<file path="src/rtl/mem_port_arbiter_if.sv">
// Bundles the fetch, load/store and memory-side signals of mem_port_arbiter.
// The d_err signal exists only when MEM_ALIGN_CHECK_EN is defined.
interface mem_port_arbiter_if #(
  parameter int ADDR_W = 32,
  parameter int DATA_W = 32
);
  // fetch requester
  logic              if_req;
  logic [ADDR_W-1:0] if_addr;
  logic [DATA_W-1:0] if_rdata;
  logic              if_valid;

  // load/store requester
  logic              d_req;
  logic              d_we;
  logic [ADDR_W-1:0] d_addr;
  logic [DATA_W-1:0] d_wdata;
  logic [DATA_W-1:0] d_rdata;
  logic              d_done;
`ifdef MEM_ALIGN_CHECK_EN
  logic              d_err;
`endif

  // shared memory port
  logic              mem_en;
  logic              mem_we;
  logic [ADDR_W-1:0] mem_addr;
  logic [DATA_W-1:0] mem_wdata;
  logic [DATA_W-1:0] mem_rdata;

  logic              busy;

  // Arbiter side
  modport slave (
    input  if_req, if_addr, d_req, d_we, d_addr, d_wdata, mem_rdata,
    output if_rdata, if_valid, d_rdata, d_done,
`ifdef MEM_ALIGN_CHECK_EN
    output d_err,
`endif
    output mem_en, mem_we, mem_addr, mem_wdata, busy
  );

  // Requesters and memory side
  modport master (
    output if_req, if_addr, d_req, d_we, d_addr, d_wdata, mem_rdata,
    input  if_rdata, if_valid, d_rdata, d_done,
`ifdef MEM_ALIGN_CHECK_EN
    input  d_err,
`endif
    input  mem_en, mem_we, mem_addr, mem_wdata, busy
  );
endinterface

</file>
<file path="src/rtl/mem_port_arbiter.sv">
// Shares one single-port memory between instruction fetch and load/store with
// a fetch-fairness bit. Optional misaligned-data trap: define MEM_ALIGN_CHECK_EN.
module mem_port_arbiter #(
  parameter int ADDR_W  = 32,
  parameter int DATA_W  = 32,
  parameter int MEM_LAT = 1
) (
  input  logic                 clk,
  input  logic                 rst,
  mem_port_arbiter_if.slave    bus
);

  typedef enum logic [1:0] {
    IDLE   = 2'd0,
    ACC_IF = 2'd1,
    ACC_D  = 2'd2,
    DONE   = 2'd3
  } state_t;

  localparam int CNT_W = (MEM_LAT > 1) ? $clog2(MEM_LAT) : 1;
  localparam logic [CNT_W-1:0] CNT_LOAD = CNT_W'(MEM_LAT - 1);

  state_t            state, state_d;
  logic [CNT_W-1:0]  cnt;
  logic              fair_if;
  logic              is_data;
  logic              we_q;
  logic              err_q;
  logic [ADDR_W-1:0] addr_q;
  logic [DATA_W-1:0] wdata_q;
  logic [DATA_W-1:0] if_rdata_q;
  logic [DATA_W-1:0] d_rdata_q;

  logic              grant_if;
  logic              grant_data;
  logic              misalign;
  logic              in_access;
  logic              last_beat;

`ifdef MEM_ALIGN_CHECK_EN
  assign misalign = (bus.d_addr[1:0] != 2'b00);
`else
  assign misalign = 1'b0;
`endif

  assign in_access = (state == ACC_IF) || (state == ACC_D);
  assign last_beat = in_access && (cnt == '0);

  // Arbitration and next state. Data wins a tie unless fetch is owed a turn.
  always_comb begin
    // NOTE: every output of this block gets a default first so no latch is inferred.
    state_d    = state;
    grant_if   = 1'b0;
    grant_data = 1'b0;
    unique case (state)
      IDLE: begin
        if (bus.d_req && (!bus.if_req || !fair_if)) begin
          grant_data = 1'b1;
          state_d    = misalign ? DONE : ACC_D;
        end else if (bus.if_req) begin
          grant_if = 1'b1;
          state_d  = ACC_IF;
        end
      end
      ACC_IF, ACC_D: begin
        if (cnt == '0) state_d = DONE;
      end
      DONE:    state_d = IDLE;
      default: state_d = IDLE;
    endcase
  end

  // NOTE: asynchronous active-high reset; sequential state uses non-blocking assignments.
  always_ff @(posedge clk or posedge rst) begin
    if (rst) state <= IDLE;
    else     state <= state_d;
  end

  // Grant latching, latency counter, fairness bit and read-data capture.
  always_ff @(posedge clk or posedge rst) begin
    if (rst) begin
      cnt        <= '0;
      fair_if    <= 1'b0;
      is_data    <= 1'b0;
      we_q       <= 1'b0;
      err_q      <= 1'b0;
      addr_q     <= '0;
      wdata_q    <= '0;
      if_rdata_q <= '0;
      d_rdata_q  <= '0;
    end else begin
      if (grant_data) begin
        addr_q  <= bus.d_addr;
        we_q    <= bus.d_we;
        wdata_q <= bus.d_wdata;
        is_data <= 1'b1;
        err_q   <= misalign;
        cnt     <= CNT_LOAD;
        // A data grant with fetch also waiting owes fetch the next tie.
        if (bus.if_req) fair_if <= 1'b1;
      end else if (grant_if) begin
        addr_q  <= bus.if_addr;
        we_q    <= 1'b0;
        wdata_q <= '0;
        is_data <= 1'b0;
        err_q   <= 1'b0;
        cnt     <= CNT_LOAD;
        fair_if <= 1'b0;
      end

      if (in_access && (cnt != '0)) cnt <= cnt - 1'b1;

      if (last_beat) begin
        if (state == ACC_IF)  if_rdata_q <= bus.mem_rdata;
        else if (!we_q)       d_rdata_q  <= bus.mem_rdata;
      end
    end
  end

  // Strobes decode from state so a reset mid-access drops them at once.
  assign bus.mem_en    = in_access;
  assign bus.mem_we    = (state == ACC_D) && we_q;
  assign bus.mem_addr  = addr_q;
  assign bus.mem_wdata = wdata_q;
  assign bus.if_rdata  = if_rdata_q;
  assign bus.d_rdata   = d_rdata_q;
  assign bus.if_valid  = (state == DONE) && !is_data;
  assign bus.d_done    = (state == DONE) && is_data;
  assign bus.busy      = (state != IDLE);
`ifdef MEM_ALIGN_CHECK_EN
  assign bus.d_err     = (state == DONE) && err_q;
`endif

endmodule

</file>
<file path="src/flat_wrapper.sv">
// flat-port wrapper written by rule: the top's interface ports become plain ports
module mem_port_arbiter_flat 
#(
  parameter int ADDR_W  = 32,
  parameter int DATA_W  = 32,
  parameter int MEM_LAT = 1
)
  (clk, rst, bus_if_req, bus_if_addr, bus_d_req, bus_d_we, bus_d_addr, bus_d_wdata, bus_mem_rdata, bus_if_rdata, bus_if_valid, bus_d_rdata, bus_d_done, bus_mem_en, bus_mem_we, bus_mem_addr, bus_mem_wdata, bus_busy);
  mem_port_arbiter_if #(.ADDR_W(ADDR_W), .DATA_W(DATA_W)) bus_i ();
  input  logic clk;
  input  logic rst;
  input wire logic [$bits(bus_i.if_req)-1:0] bus_if_req;
  input wire logic [$bits(bus_i.if_addr)-1:0] bus_if_addr;
  input wire logic [$bits(bus_i.d_req)-1:0] bus_d_req;
  input wire logic [$bits(bus_i.d_we)-1:0] bus_d_we;
  input wire logic [$bits(bus_i.d_addr)-1:0] bus_d_addr;
  input wire logic [$bits(bus_i.d_wdata)-1:0] bus_d_wdata;
  input wire logic [$bits(bus_i.mem_rdata)-1:0] bus_mem_rdata;
  output wire logic [$bits(bus_i.if_rdata)-1:0] bus_if_rdata;
  output wire logic [$bits(bus_i.if_valid)-1:0] bus_if_valid;
  output wire logic [$bits(bus_i.d_rdata)-1:0] bus_d_rdata;
  output wire logic [$bits(bus_i.d_done)-1:0] bus_d_done;
  output wire logic [$bits(bus_i.mem_en)-1:0] bus_mem_en;
  output wire logic [$bits(bus_i.mem_we)-1:0] bus_mem_we;
  output wire logic [$bits(bus_i.mem_addr)-1:0] bus_mem_addr;
  output wire logic [$bits(bus_i.mem_wdata)-1:0] bus_mem_wdata;
  output wire logic [$bits(bus_i.busy)-1:0] bus_busy;
  assign bus_i.if_req = bus_if_req;
  assign bus_i.if_addr = bus_if_addr;
  assign bus_i.d_req = bus_d_req;
  assign bus_i.d_we = bus_d_we;
  assign bus_i.d_addr = bus_d_addr;
  assign bus_i.d_wdata = bus_d_wdata;
  assign bus_i.mem_rdata = bus_mem_rdata;
  assign bus_if_rdata = bus_i.if_rdata;
  assign bus_if_valid = bus_i.if_valid;
  assign bus_d_rdata = bus_i.d_rdata;
  assign bus_d_done = bus_i.d_done;
  assign bus_mem_en = bus_i.mem_en;
  assign bus_mem_we = bus_i.mem_we;
  assign bus_mem_addr = bus_i.mem_addr;
  assign bus_mem_wdata = bus_i.mem_wdata;
  assign bus_busy = bus_i.busy;
  mem_port_arbiter #(.ADDR_W(ADDR_W), .DATA_W(DATA_W), .MEM_LAT(MEM_LAT)) u_core (.clk(clk), .rst(rst), .bus(bus_i));
endmodule
</file>
<file path="config.mk">
export PLATFORM = sky130hd
export DESIGN_NAME = mem_port_arbiter_flat
export DESIGN_NICKNAME = d
export VERILOG_FILES = /design/src/rtl/mem_port_arbiter_if.sv /design/src/rtl/mem_port_arbiter.sv /design/src/flat_wrapper.sv
export SDC_FILE = /design/constraint.sdc
export NUM_CORES = 1
export LEC_CHECK = 0
export ABC_CLOCK_PERIOD_IN_PS = 8600
export BUFFER_PORTS_ARGS = -buffer_cell sky130_fd_sc_hd__buf_2
export CORE_MARGIN = 2
export CORE_UTILIZATION = 30
export DETAILED_ROUTE_END_ITERATION = 10
export PLACE_DENSITY = 0.6
export SKIP_CTS_REPAIR_TIMING = 1
export SYNTH_ARGS = -nofsm -noshare
export SYNTH_HDL_FRONTEND = slang
export SYNTH_SLANG_ARGS = --single-unit
export TNS_END_PERCENT = 30
</file>
<file path="constraint.sdc">
create_clock -name clk -period 8.6 [get_ports clk]
set_input_delay 1.72 -clock clk [delete_from_list [all_inputs] [get_ports clk]]
set_output_delay 1.72 -clock clk [all_outputs]
set_load 0.02 [all_outputs]
</file>
==> impl_metrics.tcl <==
set metrics [dict create \
    cp.buffers_inverters 2 \
    hp-class "reg -> reg" \
    fin_tns_setup_ns 0 \
    routabilityCongestion 0.734 \
    clock_latency_ns 0.41 \
    routed_via_density 4.69 \
    min_path_cells 1 \
    final_area_um2 7710 \
    cts_tree "built" \
    dr.pass1.iters 4 \
    worst_slew_pin_slew_ns 1.17 \
    crit_path_cell_trace "buf_2 -> a21boi_4 -> buf_4 -> and2_2 -> o21ai_0" \
    p_per_area_nw_per_um2 436 \
    finalCriticalPeriod_ns 3.76 \
    drc 0 \
    overflow 0 \
    crit_family "simple AND/OR/NAND/NOR gates" \
    worst_clock_skew_ns 0.0123 \
    final_common_cell "buf_2" \
    crit_fanout 69 \
    critPathLaunchType "input port" \
    start_util 0.308 \
    min-delay-start "u_core.bus.d_rdata[14]" \
    final_cell_mix "265 x buf_2, 134 x dfrtp_1, 65 x nand3_1, 65 x mux2_2, 62 x o21ai_0" \
    cts.reportedPaths.clkPinSlew_ns 0.06 \
    area_growth_pct 38.4 \
    die_h_um 140 \
    hold_path_end "u_core.bus.d_rdata[14]" \
    end_kind "register" \
    cp.arrival_ns 3.99 \
    netlist-cell-type-count 25 \
    post-route-period-util 0.437 \
    drive_gt1_frac 0.515 \
    drt_iter0_markers 167 \
    dp.cells 919 \
    route.antenna.remaining_nets 0 \
    rsz0062_at_grt "no" \
    grt_max_degree 70 \
    cts.path.max_buffers 2 \
    final_hold_viol_count 0 \
    cp_slowest_cell "and2_2" \
    maxCapViolations 0 \
    required_ns 8.83 \
    coreArea_um2 18100 \
    grt_use_total 0.155 \
    syn_avg_cell_area_um2 12.3 \
    cts_max_level 4 \
    grt_pass1_vias 4484 \
    grt_pass1_wl_mm 23.9 \
    setup_ws_ns 4.84 \
    worst_hold_slack_ns 0.486 \
    setup_viol 0 \
    die_x_um 140 \
    portBuffers 265 \
    ys_seq_elements 134 \
    seq_area_frac_synth 0.602 \
    cpPeakStageDelay_ns 1.06 \
    ys_warn_count 0 \
    post-place-ws_ns 4.36 \
    row_count 49 \
    cts-root-buf "clkbuf_16" \
    numCtsBuffers 17 \
    syn-num-nets 592 \
    nFillCells 1778 \
    status "finished, final reports clean" \
    die_area_um2 19700 \
    rr_startpoint "u_core.state[0]" \
    vias 4465 \
    relSlewSlack 0.222 \
    pin_count 266 \
    finalWirelength_mm 15.3 \
    p_leak_nw 3.91 \
    fin_cells 953 \
    reg2reg_to "u_core.bus.mem_addr[2]" \
    synth_area_um2 5570 \
    syn_inst 454 \
    crit_type "in -> reg" \
    antenna_found_initial 2 \
    wl_per_cell_um 16.0 \
    cts_sinks 134 \
    nets 847 \
    place_area_um2 7070 \
    peakVddDrop_mv 0.273 \
    rrSetupSlack_ns 5.67 \
    r2r_cells 5 \
    dpl.hpwl_mm 10.1 \
    slew_violations 0 \
    fmax_mhz 266 \
]
## metrics by stage
| step | power (W) | util |
|---|---|---|
| detailed placement | 0.00261 | 0.391 |
| CTS | 0.00341 | 0.426 |
| global route | 0.00357 | 0.426 |
| global placement | 0.00258 | 0.391 |
| finish | 0.00336 | 0.427 |
| floorplan | 0.00212 | - |
## metal layers
metal	vias to the layer above	GRT usage	wire [µm]
li1	2115	-	-
met1	2153	0.205	6920
met2	186	0.245	7000
met3	11	0.0513	1160
met4	0	0.0431	172
met5	-	0	0
## synth_stat cells
| master | count | area [µm²] |
|---|---|---|
| nor2b_1 | 1 | 6.26 |
| and2_1 | 3 | 18.8 |
| nand2_1 | 35 | 131 |
| nor4bb_1 | 1 | 10.0 |
| buf_6 | 3 | 33.8 |
| a21boi_2 | 1 | 11.3 |
| a21oi_1 | 1 | 5.00 |
| mux2_2 | 65 | 732 |
| dfrtp_1 | 134 | 3350 |
| nor4b_4 | 1 | 23.8 |
| nand3b_1 | 1 | 7.51 |
| mux2_1 | 1 | 11.3 |
| clkbuf_2 | 2 | 10.0 |
| nand3_1 | 65 | 325 |
| buf_2 | 12 | 60.1 |
| a21o_1 | 1 | 7.51 |
| nor2_1 | 1 | 3.75 |
| o21ai_1 | 3 | 15.0 |
| mux2i_1 | 34 | 340 |
| o21ai_0 | 62 | 310 |
| buf_4 | 2 | 15.0 |
| ha_1 | 5 | 62.6 |
| inv_1 | 4 | 15.0 |
| clkbuf_1 | 15 | 56.3 |
| o31ai_1 | 1 | 7.51 |
## worst max-delay path by stage
stage	start	endpoint	cells after the start
5_1_grt	bus_if_req	u_core.bus.mem_addr[2]	5
3_5_place_dp	bus_if_req	u_core.bus.mem_addr[2]	5
4_1_cts	bus_if_req	u_core.bus.mem_addr[2]	5
6_report	bus_if_req	u_core.bus.mem_addr[2]	5
3_3_place_gp	bus_if_req	u_core.bus.mem_addr[4]	5
2_1_floorplan	rst	u_core.bus.d_rdata[0]	1
## sequential cells by signal, summed over array words and instances (netlist names)
signal and count:
u_core.bus.mem_addr 32, u_core.state 2, u_core.is_data 1, u_core.fair_if 1, u_core.we_q 1, u_core.cnt 1, u_core.bus.if_rdata 32, u_core.bus.mem_wdata 32
u_core.bus.d_rdata 32
## cells by family (layout without fill, tap and decap cells)
logic type / after synthesis / count (layout) / synth area share
adders and majority gates: 5 / 5 / 0.0112
and+or+nand+nor: 108 / 108 / 0.0945
buffers and inverters: 38 / 306 / 0.0341
AOI/OAI and AO/OA: 69 / 69 / 0.0640
other: 0 / 2 / 0
muxes: 100 / 100 / 0.194
DFF: 134 / 134 / 0.602
## power breakdown
group / internal (W) / total (W) / switching (W)
Clock: 0.000497 / 0.000784 / 0.000287
Sequential: 0.000934 / 0.00108 / 0.000144
Combinational: 0.000598 / 0.00150 / 0.000902
Total: 0.00203 / 0.00336 / 0.00133
## layout make-up
| class | count | area [µm²] | share of cell area |
|---|---|---|---|
| multi-input combinational | 282 | 2050 | 0.265 |
| antenna | 2 | 5.00 | 0.000649 |
| clock buffer | 19 | 443 | 0.0574 |
| clock inverter | 13 | 195 | 0.0253 |
| timing repair buffer | 270 | 1360 | 0.177 |
| tap | 229 | 287 | 0.0371 |
| inverter | 4 | 20.0 | 0.00259 |
| sequential | 134 | 3350 | 0.435 |
Power figures use the tool's default switching activity.
